### src/rtl/mem_access_pkg.sv
// Shared types and constants for the MEM-stage memory access unit:
// ALU/memory opcode encodings, FSM states and access sizes.
package mem_access_pkg;

  localparam int ALU_OP_W = 8;
  typedef logic [ALU_OP_W-1:0] aluop_t;

  // Opcode encodings shared with the EX stage.
  localparam aluop_t ALUOP_NOP = 8'h00;
  localparam aluop_t ALUOP_ADD = 8'h20;
  localparam aluop_t ALUOP_LB  = 8'hE0;
  localparam aluop_t ALUOP_LH  = 8'hE1;
  localparam aluop_t ALUOP_LW  = 8'hE3;
  localparam aluop_t ALUOP_LBU = 8'hE4;
  localparam aluop_t ALUOP_LHU = 8'hE5;
  localparam aluop_t ALUOP_SB  = 8'hE8;
  localparam aluop_t ALUOP_SH  = 8'hE9;
  localparam aluop_t ALUOP_SW  = 8'hEB;

  localparam logic [31:0] ZERO_WORD    = 32'h0000_0000;
  localparam logic [4:0]  NOP_REG_ADDR = 5'd0;

  typedef enum logic [1:0] {
    ST_IDLE = 2'd0,
    ST_BUS  = 2'd1,
    ST_DONE = 2'd2
  } state_e;

  typedef enum logic [1:0] {
    SZ_BYTE = 2'd0,
    SZ_HALF = 2'd1,
    SZ_WORD = 2'd2
  } size_e;

endpackage

### src/rtl/mem_access_lane.sv
// Combinational byte-lane logic: decodes the memory opcode, produces byte
// enables, store-data replication and load extraction/extension.
module mem_access_lane
  import mem_access_pkg::*;
(
  input  aluop_t      memop_i,
  input  logic [1:0]  addr_lo_i,
  input  logic [31:0] st_data_i,
  input  logic [31:0] ld_data_i,
  output logic        is_mem_o,
  output logic        is_load_o,
  output logic        misalign_o,
  output logic [3:0]  be_o,
  output logic [31:0] st_data_o,
  output logic [31:0] ld_data_o
);

  size_e      size;
  logic       sign_ext;
  logic [7:0] byte_sel;
  logic [15:0] half_sel;

  // Opcode decode into size / direction / signedness.
  always_comb begin
    is_mem_o  = 1'b0;
    is_load_o = 1'b0;
    size      = SZ_WORD;
    sign_ext  = 1'b0;
    case (memop_i)
      ALUOP_LB:  begin is_mem_o = 1'b1; is_load_o = 1'b1; size = SZ_BYTE; sign_ext = 1'b1; end
      ALUOP_LBU: begin is_mem_o = 1'b1; is_load_o = 1'b1; size = SZ_BYTE; end
      ALUOP_LH:  begin is_mem_o = 1'b1; is_load_o = 1'b1; size = SZ_HALF; sign_ext = 1'b1; end
      ALUOP_LHU: begin is_mem_o = 1'b1; is_load_o = 1'b1; size = SZ_HALF; end
      ALUOP_LW:  begin is_mem_o = 1'b1; is_load_o = 1'b1; size = SZ_WORD; end
      ALUOP_SB:  begin is_mem_o = 1'b1; size = SZ_BYTE; end
      ALUOP_SH:  begin is_mem_o = 1'b1; size = SZ_HALF; end
      ALUOP_SW:  begin is_mem_o = 1'b1; size = SZ_WORD; end
      default:   ;
    endcase
  end

  // Byte enables, alignment check, store replication and load extension.
  always_comb begin
    be_o       = 4'b1111;
    misalign_o = 1'b0;
    st_data_o  = st_data_i;
    ld_data_o  = ld_data_i;
    case (addr_lo_i)
      2'd0:    byte_sel = ld_data_i[7:0];
      2'd1:    byte_sel = ld_data_i[15:8];
      2'd2:    byte_sel = ld_data_i[23:16];
      default: byte_sel = ld_data_i[31:24];
    endcase
    half_sel = addr_lo_i[1] ? ld_data_i[31:16] : ld_data_i[15:0];
    case (size)
      SZ_BYTE: begin
        be_o      = 4'b0001 << addr_lo_i;
        st_data_o = {4{st_data_i[7:0]}};
        ld_data_o = {{24{sign_ext & byte_sel[7]}}, byte_sel};
      end
      SZ_HALF: begin
        be_o       = addr_lo_i[1] ? 4'b1100 : 4'b0011;
        misalign_o = is_mem_o & addr_lo_i[0];
        st_data_o  = {2{st_data_i[15:0]}};
        ld_data_o  = {{16{sign_ext & half_sel[15]}}, half_sel};
      end
      default: begin
        misalign_o = is_mem_o & (addr_lo_i != 2'd0);
      end
    endcase
  end

endmodule

### src/rtl/mem_access.sv
// MEM-stage memory access unit: runs a req/ack bus cycle for aligned loads
// and stores, stalls the pipeline until completion and builds the
// write-back triple for MEM/WB.
module mem_access
  import mem_access_pkg::*;
#(
  parameter int unsigned TIMEOUT = 255
) (
  input  logic        clk,
  input  logic        rst,
  input  logic [5:0]  stop,
  input  logic [4:0]  mem_wd,
  input  logic        mem_wreg,
  input  logic [31:0] mem_wdata,
  input  aluop_t      mem_memop,
  input  logic [31:0] mem_maddr,
  input  logic [31:0] mem_reg2,
  output logic [4:0]  wb_wd,
  output logic        wb_wreg,
  output logic [31:0] wb_wdata,
  output logic        dbus_req,
  output logic        dbus_we,
  output logic [31:0] dbus_addr,
  output logic [3:0]  dbus_be,
  output logic [31:0] dbus_wdata,
  input  logic [31:0] dbus_rdata,
  input  logic        dbus_ack,
  output logic        stallreq_mem,
  output logic        exc_adel,
  output logic        exc_ades,
  output logic        exc_bus
);

  // A zero TIMEOUT still needs a 1-bit counter; it just never triggers.
  localparam int CNT_W = (TIMEOUT < 1) ? 1 : $clog2(TIMEOUT + 1);
  localparam logic [CNT_W-1:0] CNT_LIMIT = CNT_W'(TIMEOUT);
  localparam logic [CNT_W-1:0] CNT_MAX   = '1;

  state_e            state_q, state_d;
  logic [CNT_W-1:0]  cnt_q, cnt_d;
  logic              err_q, err_d;
  logic [31:0]       rdata_q, rdata_d;
  logic [31:0]       addr_q, addr_d;
  logic [3:0]        be_q, be_d;
  logic              we_q, we_d;
  logic [31:0]       wdata_q, wdata_d;

  logic              is_mem, is_load, misalign, aligned_op;
  logic [3:0]        lane_be;
  logic [31:0]       lane_st_data, lane_ld_data;
  logic              unused_stop;

  assign unused_stop = ^{stop[5], stop[3:0]};

  mem_access_lane u_lane (
    .memop_i    (mem_memop),
    .addr_lo_i  (mem_maddr[1:0]),
    .st_data_i  (mem_reg2),
    .ld_data_i  (rdata_q),
    .is_mem_o   (is_mem),
    .is_load_o  (is_load),
    .misalign_o (misalign),
    .be_o       (lane_be),
    .st_data_o  (lane_st_data),
    .ld_data_o  (lane_ld_data)
  );

  assign aligned_op = is_mem & ~misalign;

  // Bus signals come straight from the latched request so they stay stable in BUS.
  assign dbus_req   = (state_q == ST_BUS);
  assign dbus_we    = we_q;
  assign dbus_addr  = addr_q;
  assign dbus_be    = be_q;
  assign dbus_wdata = wdata_q;

  // Next-state logic for the IDLE -> BUS -> DONE transaction FSM.
  always_comb begin
    state_d = state_q;
    cnt_d   = cnt_q;
    err_d   = err_q;
    rdata_d = rdata_q;
    addr_d  = addr_q;
    be_d    = be_q;
    we_d    = we_q;
    wdata_d = wdata_q;
    case (state_q)
      ST_IDLE: begin
        cnt_d = '0;
        err_d = 1'b0;
        if (aligned_op) begin
          addr_d  = {mem_maddr[31:2], 2'b00};
          be_d    = lane_be;
          we_d    = ~is_load;
          wdata_d = lane_st_data;
          state_d = ST_BUS;
        end
      end
      ST_BUS: begin
        if (dbus_ack) begin
          rdata_d = dbus_rdata;
          state_d = ST_DONE;
        end else begin
          if (cnt_q != CNT_MAX) cnt_d = cnt_q + 1'b1;
          if ((TIMEOUT != 0) && (cnt_q == CNT_LIMIT - 1'b1)) begin
            err_d   = 1'b1;
            state_d = ST_DONE;
          end
        end
      end
      ST_DONE: begin
        // Holding in DONE while MEM is stalled prevents reissuing the same op.
        if (!stop[4]) begin
          state_d = ST_IDLE;
          err_d   = 1'b0;
          cnt_d   = '0;
        end
      end
      default: state_d = ST_IDLE;
    endcase
  end

  // State and datapath registers with synchronous reset.
  always_ff @(posedge clk) begin
    if (rst) begin
      state_q <= ST_IDLE;
      cnt_q   <= '0;
      err_q   <= 1'b0;
      rdata_q <= ZERO_WORD;
      addr_q  <= ZERO_WORD;
      be_q    <= 4'b0000;
      we_q    <= 1'b0;
      wdata_q <= ZERO_WORD;
    end else begin
      state_q <= state_d;
      cnt_q   <= cnt_d;
      err_q   <= err_d;
      rdata_q <= rdata_d;
      addr_q  <= addr_d;
      be_q    <= be_d;
      we_q    <= we_d;
      wdata_q <= wdata_d;
    end
  end

  // Write-back, stall and exception outputs.
  always_comb begin
    wb_wd        = NOP_REG_ADDR;
    wb_wreg      = 1'b0;
    wb_wdata     = ZERO_WORD;
    stallreq_mem = 1'b0;
    exc_adel     = 1'b0;
    exc_ades     = 1'b0;
    exc_bus      = 1'b0;
    if (rst) begin
      // Everything held at its idle value during reset.
    end else if (!is_mem) begin
      wb_wd    = mem_wd;
      wb_wreg  = mem_wreg;
      wb_wdata = mem_wdata;
    end else if (misalign) begin
      // Address error: the write is killed, no bus cycle is started.
      wb_wd    = mem_wd;
      wb_wdata = mem_wdata;
      exc_adel = is_load;
      exc_ades = ~is_load;
    end else if (state_q != ST_DONE) begin
      stallreq_mem = 1'b1;
    end else begin
      wb_wd   = mem_wd;
      exc_bus = err_q;
      if (is_load) begin
        wb_wreg  = mem_wreg & ~err_q;
        wb_wdata = lane_ld_data;
      end
    end
  end

endmodule

### config.mk
export PLATFORM = sky130hd
export DESIGN_NAME = mem_access
export DESIGN_NICKNAME = d
export VERILOG_FILES = /design/src/rtl/mem_access_pkg.sv /design/src/rtl/mem_access_lane.sv /design/src/rtl/mem_access.sv
export SDC_FILE = /design/constraint.sdc
export NUM_CORES = 1
export LEC_CHECK = 0
export ABC_AREA = 0
export CORE_UTILIZATION = 25
export CTS_BUF_LIST = sky130_fd_sc_hd__clkbuf_8
export DETAILED_ROUTE_END_ITERATION = 8
export PLACE_DENSITY = 0.58
export SKIP_LAST_GASP = 1
export SLEW_MARGIN = 15
export SYNTH_ARGS = -nofsm -noshare
export SYNTH_HDL_FRONTEND = slang
export SYNTH_SLANG_ARGS = --single-unit
export TNS_END_PERCENT = 100
### constraint.sdc
create_clock -name clk -period 5.4 [get_ports clk]
set_clock_uncertainty 0.15 [all_clocks]
set_input_delay 1.08 -clock clk [delete_from_list [all_inputs] [get_ports clk]]
set_output_delay 1.08 -clock clk [all_outputs]
set_load 0.02 [all_outputs]
==> results of run 1 <==
-- cells by family (layout without fill, tap and decap cells) --
logic type	count (synthesis)	after routing	synth area share, %
AND/OR/NAND/NOR	306	306	23.85
AO/OA/AOI/OAI	204	204	25.02
flip-flops	110	110	38.06
buffers and inverters	82	305	7.007
multiplexers	30	30	5.407
adder cells (fa/ha/maj)	2	2	0.4325
other	1	2	0.06482
XOR/XNOR	1	1	0.1514
-- cell usage in the layout (no fill, tap or decap), drive strengths merged, types with 8 or more instances in the layout --
master	Yosys	routed
o2bb2ai	25	25
nand3b	8	8
a21o	9	9
a21oi	94	94
o21ai	13	13
nand2	187	187
nor3b	10	10
o211ai	17	17
buf	15	22
dfxtp	110	110
inv	14	15
nand3	13	13
a311oi	12	12
clkbuf	51	9
a211oi	9	9
mux2i	29	29
nor2	48	48
clkdlybuf4s50	0	254
-- worst max-delay path by stage --
stage,endpoint,cells past startpoint,start,slack [ns]
CTS,wb_wdata[14],6,mem_memop[2],0.21
floorplan,wb_wdata[21],7,mem_memop[2],1.31
finish,wb_wdata[14],6,mem_memop[2],0.25
global placement,wb_wdata[14],6,mem_memop[2],0.21
global route,wb_wdata[20],8,mem_maddr[0],0.13
detailed placement,wb_wdata[14],6,mem_memop[2],0.21
-- cells in the mapped netlist (3+ instances only) --
cell type | number | share of area [%]
buf_6 | 5 | 0.97
and2_1 | 7 | 0.76
o21ai_0 | 13 | 1.1
inv_1 | 14 | 0.91
nor4_1 | 3 | 0.32
a311oi_1 | 12 | 1.8
or3_1 | 5 | 0.54
nor3_1 | 3 | 0.26
clkbuf_8 | 4 | 0.95
nand3_1 | 13 | 1.1
a211oi_1 | 9 | 1.2
clkbuf_1 | 46 | 3.0
nand2_1 | 186 | 12
a21oi_1 | 94 | 8.1
o211ai_1 | 17 | 2.2
a221o_1 | 7 | 1.2
nand3b_1 | 8 | 1.0
buf_1 | 7 | 0.45
mux2i_1 | 29 | 5.0
a21o_1 | 8 | 1.0
nor2_1 | 48 | 3.1
nand2b_1 | 4 | 0.43
o2bb2ai_1 | 15 | 2.3
dfxtp_1 | 110 | 38
o2bb2ai_2 | 10 | 2.6
nor3b_1 | 10 | 1.3
-- metrics by stage --
| stage | instance area (um^2) | worst slack [ns] | total power, mW | util (%) | cells |
|---|---|---|---|---|---|
| 2_1_floorplan | 5789 | 1.314 | 0.9635 | - | 737 |
| 3_3_place_gp | 8554 | 0.2129 | 1.146 | 37.78 | 1230 |
| 3_5_place_dp | 8554 | 0.2065 | 1.146 | 37.78 | 1230 |
| 4_1_cts | 8727 | 0.2073 | 1.637 | 38.55 | 1245 |
| 5_1_grt | 8730 | 0.1324 | 1.683 | 38.56 | 1245 |
| 6_report | 8730 | 0.2451 | 1.604 | 38.56 | 1245 |
-- report_power, final --
part	switching (mW)	internal [mW]	total (mW)
logic	0.135	0.170	0.304
clock network	0.308	0.169	0.477
registers	0.00420	0.818	0.822
total	0.447	1.16	1.60
-- layer usage --
| layer | GRT usage [%] | vias up |
|---|---|---|
| met5 | 0 | - |
| met2 | 29.74 | 230 |
| met3 | 4.312 | 21 |
| met1 | 22.42 | 2735 |
| li1 | - | 3006 |
| met4 | 6.429 | 0 |
-- final cells by class --
cell class                 instances  area, um^2
multi-input combinational        545        3213
inverter                          14       52.55
clock inverter                     6       48.80
clock buffer                       9       123.9
sequential                       110        2202
fill                            2337       13910
timing repair buffer             276        2733
tap                              285       356.6
-- flip-flops by register name, summed over array words and instances, names as in the netlist --
name and flops:
dbus_wdata 32, rdata_q 32, dbus_addr 30, cnt_q 8, dbus_be 4, state_q 2
dbus_we 1, err_q 1
-- worst register-to-register path, cell delays in order (launching register included) --
cell,delay (ns)
dfxtp_1,0.43
nor2_1,0.34
o2111a_4,0.92
nor2_1,0.11
a311oi_1,0.27
==> run_results.csv, run 1 <==
group,metric,value,unit
critical_path,worst-r2r-cell-count,4,
layout,area_delta_synth_final,50.89,%
placement,gp_congestion,0.8472,
clocking,cts_sinks,110,
grt,grt_max_degree,124,
yosys,avgSynthCellArea,7.861,um^2
yosys,synthCells,736,
yosys,synth_cell_types,66,
clocking,cts_buffers,9,
detailed_routing,wl_met3,1.509,mm
clocking,root_buffer,"clkbuf_8",
detailed_routing,finalWirelength,21.30,mm
critical_path,critPathBufInv,2,
floorplanning,core-area,22640,um^2
power,p_per_area,183.7,nW/um^2
hold_path,hp-start,"dbus_addr[11]$_SDFFE_PP0P_",
sta,fmax,194.0,MHz
yosys,seq_area_frac_synth,38.06,%
detailed_routing,drc,0,
critical_path,critical_path.startpoint_type,"primary input",
yosys,synthFlopType,"dfxtp_1",
critical_path,slowest_delay,0.63,ns
detailed_routing,first_pass_iters,5,
critical_path,path_cells,"clkdlybuf4s50_1 > or4b_4 > a2111oi_4 > nor2b_2 > a221o_1 > clkdlybuf4s50_1",
power,leakage,2.944,nW
floorplanning,io-pin-count,263,
critical_path,r2r_end,"dbus_wdata[16]$_SDFFE_PP0P_",
power,ir_worst_vdd,0.07291,mV
sta,finalSetupViolations,0,
grt,grt_pass1_vias,5847,
detailed_routing,wl_met1,9.519,mm
grt,antenna_found_initial,0,
yosys,yosys_warnings,0,
yosys,ys_seq_elements,110,
yosys,syn-cell-area,5786,um^2
clocking,cts_hold_buf,0,
hold_path,min_to,"dbus_addr[11]$_SDFFE_PP0P_",
detailed_routing,dr_wl_met2,9.817,mm
sta,max-slew-margin-rel,37.30,%
critical_path,cp_max_fo,7,
hold_path,hold_class,"flop to flop",
placement,post-dp-hpwl,15.20,mm
critical_path,reg2reg_slack,3.08,ns
layout,antenna_cells,0,
sta,hold_ws,0.3085,ns
critical_path,end_kind,"output port",
detailed_routing,drtIter0Drc,323,
detailed_routing,ant_nets,0,
yosys,async_reset_ff_share,0,%
detailed_routing,highest_layer,"met4",
critical_path,arrival,3.92,ns
yosys,synth-edff-count,0,
clocking,ctsHtreeMaxLevel,3,
grt,grt_usage,17.89,%
sta,period_needed,5.155,ns
critical_path,cp_slowest_cell,"clkdlybuf4s50_1",
sta,hold_viol_final,0,
detailed_routing,vias,5992,
detailed_routing,via_per_inst,4.813,
critical_path,critPathKind,"primary input to output port",
layout,fin_nets,1109,
flow_run,max_cap_viol_count,0,
clocking,post_cts_resize_count,0,
hold_path,hold_depth,2,
critical_path,r2r_start,"state_q[0]$_SDFFE_PP0P_",
layout,drive_gt1_share,6.458,%
floorplanning,rows,55,
sta,finalCritPeriodShare,95.46,%
sta,rsz0062_at_grt,"no",
detailed_routing,wl_per_cell,17.11,um
clocking,cts_setup_buffers,0,
critical_path,cpMostUsedCell,"clkdlybuf4s50_1",
floorplanning,start_util,25.55,%
clocking,cts_tree,"built",
clocking,clkTransAtPathRegs,0.11,ns
critical_path,cpLargestDelayFamily,"buffers and inverters",
grt,grt-ovfl-total,0,
critical_path,required,4.17,ns
sta,fin_tns_setup,0,ns
run_status,status,"finished clean",
floorplanning,fp.dieArea,23750,um^2
clocking,cts_buffer_depth,2,
sta,tightest_slew,0.9406,ns
grt,grt_pass1_wl,32.84,mm
floorplanning,fp.dieW,154.1,um
clocking,clkLatencyLatePin,0.38,ns
placement,port_buffers,255,
sta,slew_viol_final,0,
floorplanning,die_h,154.1,um
Note: power is estimated with default switching activity, not from simulation.
==> run 2: changes to the inputs <==
Settings changed: ABC_AREA 0 to 1, CAP_MARGIN set to 20, CTS_CLUSTER_DIAMETER set to 150, PLACE_DENSITY 0.58 to 0.57.
==> run_results.csv, run 2 <==
group,metric,value,unit
floorplanning,io-pin-count,263,
sta,finalCritPeriodShare,92.38,%
clocking,root_buffer,"clkbuf_8",
detailed_routing,wl_per_cell,15.41,um
critical_path,critPathKind,"primary input to output port",
detailed_routing,via_per_inst,4.588,
floorplanning,rows,56,
clocking,clkTransAtPathRegs,0.13,ns
yosys,synth_common_cells,"nand2_1, nor2_1, nand3_1",
clocking,cts_hold_buf,0,
detailed_routing,wl_met1,10.62,mm
grt,grt_pass1_wl,35.25,mm
yosys,avgSynthCellArea,6.399,um^2
power,seq_power_share,50.0,%
power,pwr-share-comb,16.3,%
grt,grt_pass1_vias,6462,
floorplanning,die_h,157.4,um
layout,area_delta_synth_final,50.07,%
yosys,yosysMostFrequentCell,"nand2_1",
detailed_routing,vias,6846,
layout,layout_commonest_cell,"clkdlybuf4s50_1",
placement,gp_congestion,0.8915,
critical_path,required,4.17,ns
clocking,cts_sinks,110,
power,p_sw_share,29.25,%
placement,preCtsSetupSlack,0.3861,ns
critical_path,cp_max_fo,33,
yosys,yosys_warnings,0,
sta,fin_tns_setup,0,ns
layout,layout_common_cells,"clkdlybuf4s50_1, nand2_1, nor2_1",
hold_path,hold_depth,2,
detailed_routing,highest_layer,"met4",
sta,finalWorstSetupSlack,0.4117,ns
floorplanning,start_util,25.63,%
floorplanning,fp.dieArea,24760,um^2
detailed_routing,drtIter0Drc,516,
critical_path,critical_path.startpoint_type,"primary input",
floorplanning,fp.dieW,157.4,um
yosys,synthCells,943,
clocking,cts_buffers,9,
placement,post-dp-hpwl,16.62,mm
sta,slew_viol_final,0,
grt,grt-ovfl-total,0,
grt,grt_usage,18.49,%
detailed_routing,wl_met3,1.590,mm
sta,tightest_slew,0.6814,ns
critical_path,end_kind,"output port",
clocking,ctsHtreeMaxLevel,3,
yosys,syn-cell-area,6035,um^2
yosys,synth_cell_types,34,
sta,rsz0062_at_grt,"no",
clocking,cts_setup_buffers,0,
detailed_routing,dr_wl_met2,10.41,mm
yosys,ys_seq_elements,110,
power,ir_worst_vdd,0.1167,mV
detailed_routing,ant_nets,0,
layout,fill_cells,2537,
placement,port_buffers,255,
floorplanning,core-area,23540,um^2
yosys,post-synth-top-area-cell,"dfxtp_1",
detailed_routing,drc,0,
grt,grt_max_degree,61,
clocking,cts_buffer_depth,2,
hold_path,hold_class,"flop to flop",
power,switchingPower,478.3,uW
yosys,synthFlopType,"dfxtp_1",
sta,period_needed,4.988,ns
sta,hold_ws,0.3225,ns
flow_run,max_cap_viol_count,0,
clocking,post_cts_resize_count,0,
power,leakage,3.523,nW
critical_path,worst-r2r-cell-count,7,
critical_path,arrival,3.76,ns
yosys,netlist_top_cells_area,"dfxtp_1, nand2_1, nand3_1",
yosys,synth-edff-count,0,
run_status,status,"finished clean",
detailed_routing,first_pass_iters,5,
power,power,1.635,mW
detailed_routing,finalWirelength,22.99,mm
sta,finalSetupViolations,0,
power,internal_power,1.157,mW
yosys,synth_top_area_share,36.49,%
sta,hold_viol_final,0,
yosys,async_reset_ff_share,0,%
sta,fmax,200.5,MHz
grt,antenna_found_initial,1,
yosys,seq_area_frac_synth,36.49,%
clocking,cts_tree,"built",
power,p_per_area,180.5,nW/um^2
layout,fin_nets,1320,
clocking,clkLatencyLatePin,0.41,ns
layout,drive_gt1_share,6.911,%
power,power_frac_clock,33.7,%
sta,max-slew-margin-rel,54.58,%
run 2: cell count changes in the layout (fill, tap and decap cells not counted), sizes merged, moves of 10 or more:
| cell | previous run | this run |
|---|---|---|
| nand2 | 187 | 245 |
| nor3b | 10 | 0 |
| a311oi | 12 | 0 |
| mux2i | 29 | 0 |
| o21ai | 13 | 51 |
| inv | 15 | 75 |
| o2bb2ai | 25 | 0 |
| nor2 | 48 | 138 |
| nand3 | 13 | 127 |
run 2: final timing paths:
check,startpoint,to,slack [ns]
max,mem_memop[2],wb_wd[0],0.41
max reg2reg,state_q[0]$_SDFFE_PP0P_,rdata_q[28]$_SDFFE_PP0P_,3.17
min,dbus_addr[29]$_SDFFE_PP0P_,dbus_addr[29]$_SDFFE_PP0P_,0.32
min reg2reg,dbus_addr[29]$_SDFFE_PP0P_,dbus_addr[29]$_SDFFE_PP0P_,0.32
run 2: metrics by stage:
stage	cell area [um^2]	util (%)	std cells
6_report	9056	38.47	1492
5_1_grt	9056	38.47	1492
4_1_cts	9054	38.46	1491
3_5_place_dp	8836	37.53	1475
3_3_place_gp	8836	37.53	1475
2_1_floorplan	6038	-	944
run 2: power groups by stage:
| stage | clock network (mW) | logic (mW) | registers (mW) |
|---|---|---|---|
| floorplan | 0 | 0.0977 | 0.838 |
| global placement | 0 | 0.267 | 0.835 |
| detailed placement | 0 | 0.267 | 0.835 |
| CTS | 0.571 | 0.268 | 0.817 |
| global route | 0.604 | 0.287 | 0.818 |
| finish | 0.551 | 0.267 | 0.817 |
run 2: area by class of cell:
type | count | area, um^2 | area share [%]
inverter | 71 | 266.5 | 2.943
antenna | 1 | 2.502 | 0.02763
sequential | 110 | 2202 | 24.32
tap | 319 | 399.1 | 4.407
clock inverter | 7 | 93.84 | 1.036
multi-input combinational | 701 | 3276 | 36.17
timing repair buffer | 274 | 2693 | 29.73
clock buffer | 9 | 123.9 | 1.368
run 2: logic make-up after synthesis:
family / count (synthesis) / share of synthesized area [%]
XOR/XNOR: 1 / 0.1452
buffers and inverters: 133 / 9.413
AND/OR/NAND/NOR: 525 / 38.52
flip-flops: 110 / 36.49
AO/OA/AOI/OAI: 171 / 14.95
adder cells (fa/ha/maj): 2 / 0.4146
other: 1 / 0.06214
run 2: critical path: stages:
cell             delay (ns)
clkdlybuf4s50_1        0.52
nand2_1                0.10
nand2_1                0.11
inv_2                  0.05
nand2_4                0.22
nand3_4                0.19
nand2_4                0.33
inv_2                  0.14
nand2_1                0.15
nand2_1                0.14
nor2_1                 0.12
clkdlybuf4s50_1        0.61
run 2: layer usage:
layer | global-route usage [%] | up-vias
li1 | - | 3508
met1 | 25.30 | 3097
met2 | 28.89 | 222
met3 | 4.020 | 19
met4 | 5.409 | 0
met5 | 0 | -
